## src/rtl/bitvec_reader.sv

```systemverilog
// Bit-vector reader: captures a flag vector on load and emits the index of each set bit via valid/ready.
// Define BITVEC_READER_SKIP_EN to jump straight to the next set bit instead of scanning one bit per cycle.
module bitvec_reader #(
    parameter int unsigned WIDTH = 4,
    parameter int unsigned IDX_W = 2
) (
    input  logic             clock,
    input  logic             reset,
    input  logic             load,
    input  logic [WIDTH-1:0] vec_in,
    output logic             out_valid,
    input  logic             out_ready,
    output logic [IDX_W-1:0] out_idx,
    output logic             out_par,
    output logic             out_last,
    output logic             busy,
    output logic             done
);

    typedef enum logic [1:0] {IDLE, SCAN, EMIT, DONE} state_t;

    state_t             state_q, state_d;
    logic [WIDTH-1:0]   vec_q, vec_d;
    logic [IDX_W-1:0]   ptr_q, ptr_d;
    logic [IDX_W:0]     ptr_inc;
    logic [WIDTH-1:0]   above;
    logic               ptr_top;
    logic               last_set;

    // One extra bit so ptr+1 at the top index shifts everything out instead of wrapping.
    assign ptr_inc  = {1'b0, ptr_q} + (IDX_W+1)'(1);
    assign above    = vec_q >> ptr_inc;
    assign last_set = ~|above;
    assign ptr_top  = (ptr_q == IDX_W'(WIDTH-1));

`ifdef BITVEC_READER_SKIP_EN
    logic [WIDTH-1:0] masked;
    logic             hit;
    logic [IDX_W-1:0] hit_idx;

    always_comb begin
        masked  = vec_q & ~((WIDTH'(1) << ptr_q) - WIDTH'(1));
        hit     = 1'b0;
        hit_idx = '0;
        for (int unsigned i = 0; i < WIDTH; i++) begin
            if (masked[i] && !hit) begin
                hit     = 1'b1;
                hit_idx = IDX_W'(i);
            end
        end
    end
`endif

    always_ff @(posedge clock or posedge reset) begin
        if (reset) begin
            state_q <= IDLE;
            vec_q   <= '0;
            ptr_q   <= '0;
        end else begin
            state_q <= state_d;
            vec_q   <= vec_d;
            ptr_q   <= ptr_d;
        end
    end

    always_comb begin
        state_d = state_q;
        vec_d   = vec_q;
        ptr_d   = ptr_q;
        case (state_q)
            IDLE: begin
                if (load) begin
                    vec_d   = vec_in;
                    ptr_d   = '0;
                    state_d = SCAN;
                end
            end
            SCAN: begin
`ifdef BITVEC_READER_SKIP_EN
                if (hit) begin
                    ptr_d   = hit_idx;
                    state_d = EMIT;
                end else begin
                    state_d = DONE;
                end
`else
                if (vec_q[ptr_q]) begin
                    state_d = EMIT;
                end else if (ptr_top) begin
                    state_d = DONE;
                end else begin
                    ptr_d = ptr_q + IDX_W'(1);
                end
`endif
            end
            EMIT: begin
                if (out_ready) begin
`ifdef BITVEC_READER_SKIP_EN
                    if (ptr_top || last_set) begin
`else
                    if (ptr_top) begin
`endif
                        state_d = DONE;
                    end else begin
                        ptr_d   = ptr_q + IDX_W'(1);
                        state_d = SCAN;
                    end
                end
            end
            DONE: begin
                state_d = IDLE;
            end
            default: begin
                state_d = IDLE;
            end
        endcase
    end

    always_comb begin
        out_valid = (state_q == EMIT);
        out_idx   = out_valid ? ptr_q : '0;
        out_par   = out_idx[0];
        out_last  = out_valid & last_set;
        busy      = (state_q != IDLE);
        done      = (state_q == DONE);
    end

endmodule

```

## config.mk

```make
export PLATFORM = sky130hd
export DESIGN_NAME = bitvec_reader
export DESIGN_NICKNAME = d
export VERILOG_FILES = /design/src/rtl/bitvec_reader.sv
export SDC_FILE = /design/constraint.sdc
export NUM_CORES = 1
export LEC_CHECK = 0
export BUFFER_PORTS_ARGS = -buffer_cell sky130_fd_sc_hd__buf_4
export CORE_AREA = 2 2 39 41
export CTS_CLUSTER_DIAMETER = 120
export DETAILED_ROUTE_END_ITERATION = 12
export DIE_AREA = 0 0 41 43
export HOLD_SLACK_MARGIN = 0.08
export PLACE_DENSITY = 0.66
export SYNTH_ARGS = -nofsm -noshare
export SYNTH_HDL_FRONTEND = slang
export SYNTH_SLANG_ARGS = --single-unit
```

## constraint.sdc

```tcl
create_clock -name clock -period 2.9 [get_ports clock]
set_clock_uncertainty 0.15 [all_clocks]
set_input_delay 0.58 -clock clock [delete_from_list [all_inputs] [get_ports clock]]
set_output_delay 0.58 -clock clock [all_outputs]
set_load 0.02 [all_outputs]
```

==> impl_metrics.json <==
{
  "io-pin-count": 15,
  "worst_pin_slew_ps": 481,
  "p_sw_uw": 333,
  "clockBufferDepth": 2,
  "swShare_pct": 41.2,
  "route.detailed.drc": 0,
  "share_comb_of_total_power_pct": 61.2,
  "yosysSeqAreaShare_pct": 35.7,
  "period_share_pct": 72.5,
  "peakVddDrop_mv": 0.501,
  "syn2layout_area_growth_pct": 25.0,
  "n_antenna_cell": 0,
  "totalWireLength_um": 1010,
  "cts_sinks": 8,
  "grt-ovfl-total": 0,
  "syn_area_per_cell_um2": 11.0,
  "ys_warn_count": 0,
  "power_uw": 809,
  "grt_pass1_vias": 404,
  "nFillCells": 127,
  "ant_nets": 0,
  "synth.distinct_cells": 22,
  "final_common_cell": "buf_4",
  "crit_arrival_ps": 1370,
  "final_cell_mix": "buf_4, dfrtp_1, inv_1, ha_1, nor2_1",
  "leakage_nw": 0.347,
  "core_region_area_um2": 1380,
  "syn_area_um2": 561,
  "nets": 84,
  "drt_iter0_markers": 2,
  "dp_hpwl_um": 840,
  "die_h_um": 43,
  "drt_pass1_iterations": 4,
  "fmax_mhz": 476,
  "synth_nets": 66,
  "die_x_um": 41,
  "htree_levels": 1,
  "end_kind": "primary output",
  "root_buffer": "clkbuf_4",
  "p_clk_share_pct": 10.7,
  "seq_area_um2": 200,
  "drive_gt1_share_pct": 40.3,
  "worst_hold_path_type": "input port to async pin",
  "power_density_nw_per_um2": 1150,
  "antenna_found_initial": 0,
  "path_max_fanout": 5,
  "std_cell_rows": 14,
  "grt_max_degree": 9,
  "finalSetupTns_ps": 0,
  "dr_total_vias": 421,
  "ys_seq_elements": 8,
  "ctsHoldBuffers": 0,
  "numCtsBuffers": 3,
  "insertion_delay_ps": 260,
  "cts_tree": "built",
  "clkSlewWorstSetupHoldPaths_ps": 60,
  "finalMaxSlewViolations": 0,
  "initial_core_util_pct": 40.5,
  "portBuffers": 14,
  "track_usage_pct": 14.3,
  "wl_per_cell_um": 12.2,
  "ctsResizeCount": 0,
  "seqPwrFrac_pct": 28.1,
  "final_area_um2": 701,
  "die-area_um2": 1760,
  "worstSetupPathType": "register to primary output",
  "synthCells": 51,
  "drt-vias-per-instance": 5.07,
  "start_kind": "register",
  "required_ps": 2170,
  "rsz0062_at_grt": "no",
  "maxCapViolations": 0,
  "internal-power_uw": 475,
  "finalHoldViolations": 0,
  "post_dp_cell_area_um2": 678,
  "setup_viol": 0,
  "grt_pass1_wl_um": 1620,
  "multi_input_area_um2": 327,
  "ff2ff_path_depth": 4,
  "maxSlewHeadroom_pct": 67.9,
  "status": "completed",
  "gp_congestion": 0.725,
  "period_needed_ps": 2100,
  "postCtsSetupBuffers": 0
}
## kinds of logic (layout without fill, tap and decap cells)
| logic type | after synthesis | count (layout) | synth area share (%) |
|---|---|---|---|
| AO/OA/AOI/OAI | 8 | 8 | 14.3 |
| multiplexers | 7 | 7 | 16.5 |
| adder cells (fa/ha/maj) | 7 | 7 | 15.6 |
| flip-flops | 8 | 8 | 35.7 |
| AND/OR/NAND/NOR | 13 | 13 | 11.8 |
| buffers and inverters | 8 | 24 | 6.03 |
## worst max-delay path, stage by stage (launching register included)
cell and delay, ps:
dfrtp_1 410, inv_1 120, ha_1 250, and2_1 180, buf_4 150
## per-layer routing
layer / track usage (%) / wire length, µm / part of all wire [%] / vias up
li1: - / - / - / 209
met1: 18.2 / 469 / 46 / 200
met2: 19.4 / 485 / 48 / 12
met3: 7.85 / 57 / 5.6 / 0
met4: 6.00 / 0 / 0 / 0
met5: 0 / 0 / 0 / -
## synthesized netlist by cell type, drive strengths merged
cell type | count | area share, %
mux4 | 1 | 4.0
nor2 | 5 | 3.3
a2111oi | 1 | 4.9
o221a | 1 | 2.0
o22ai | 1 | 1.1
a21oi | 2 | 1.8
nor3 | 1 | 0.89
nor2b | 1 | 1.1
and2 | 2 | 2.7
nand2 | 2 | 1.3
inv | 7 | 4.7
mux2i | 1 | 1.8
nor3b | 1 | 1.3
ha | 7 | 16
dfrtp | 8 | 36
o32a | 1 | 1.8
mux2 | 5 | 11
or2 | 1 | 1.1
buf | 1 | 1.3
o31ai | 2 | 2.7
## sequential cells by signal, summed over array words and instances (netlist names)
name / cells
ptr_q: 2
state_q: 2
vec_q: 4
## layout make-up
type                            count  share of cell area [%]
Clock buffer                        3                    3.21
Tap cell                           16                    2.86
Multi-Input combinational cell     35                    46.6
Sequential cell                     8                    28.6
Inverter                            7                    3.75
Timing Repair Buffer               14                    15.0
## through the flow
| stage | hold slack [ps] | utilization [%] | setup WS [ps] | instances |
|---|---|---|---|---|
| 2_1_floorplan | 246 | - | 869 | 51 |
| 3_5_place_dp | 358 | 49.0 | 831 | 80 |
| 4_1_cts | 136 | 50.6 | 775 | 83 |
| 5_1_grt | 159 | 50.6 | 693 | 83 |
| 6_report | 120 | 50.6 | 797 | 83 |
| 3_3_place_gp | 356 | 49.0 | 871 | 80 |
## power groups by stage
| stage | clock [mW] | sequential, mW | combinational, mW |
|---|---|---|---|
| 2_1_floorplan | 0 | 0.214 | 0.400 |
| 3_3_place_gp | 0 | 0.228 | 0.494 |
| 3_5_place_dp | 0 | 0.229 | 0.500 |
| 4_1_cts | 0.0885 | 0.227 | 0.502 |
| 5_1_grt | 0.0945 | 0.238 | 0.543 |
| 6_report | 0.0868 | 0.227 | 0.495 |
## worst paths after layout
kind | start | to | slack (ps)
setup / recovery | state_q[0]$_DFFE_PP0P_ | out_par | 800
hold / removal | reset | vec_q[2]$_DFFE_PP0P_ | 120
setup reg to reg | ptr_q[1]$_DFFE_PP0P_ | ptr_q[0]$_DFFE_PP0P_ | 830
hold reg to reg | vec_q[0]$_DFFE_PP0P_ | vec_q[0]$_DFFE_PP0P_ | 370
max in group asynchronous | reset | state_q[1]$_DFFE_PP0P_ | 2240
min in group clock | vec_q[0]$_DFFE_PP0P_ | vec_q[0]$_DFFE_PP0P_ | 370
No activity file was read; power rests on OpenSTA's default activity.
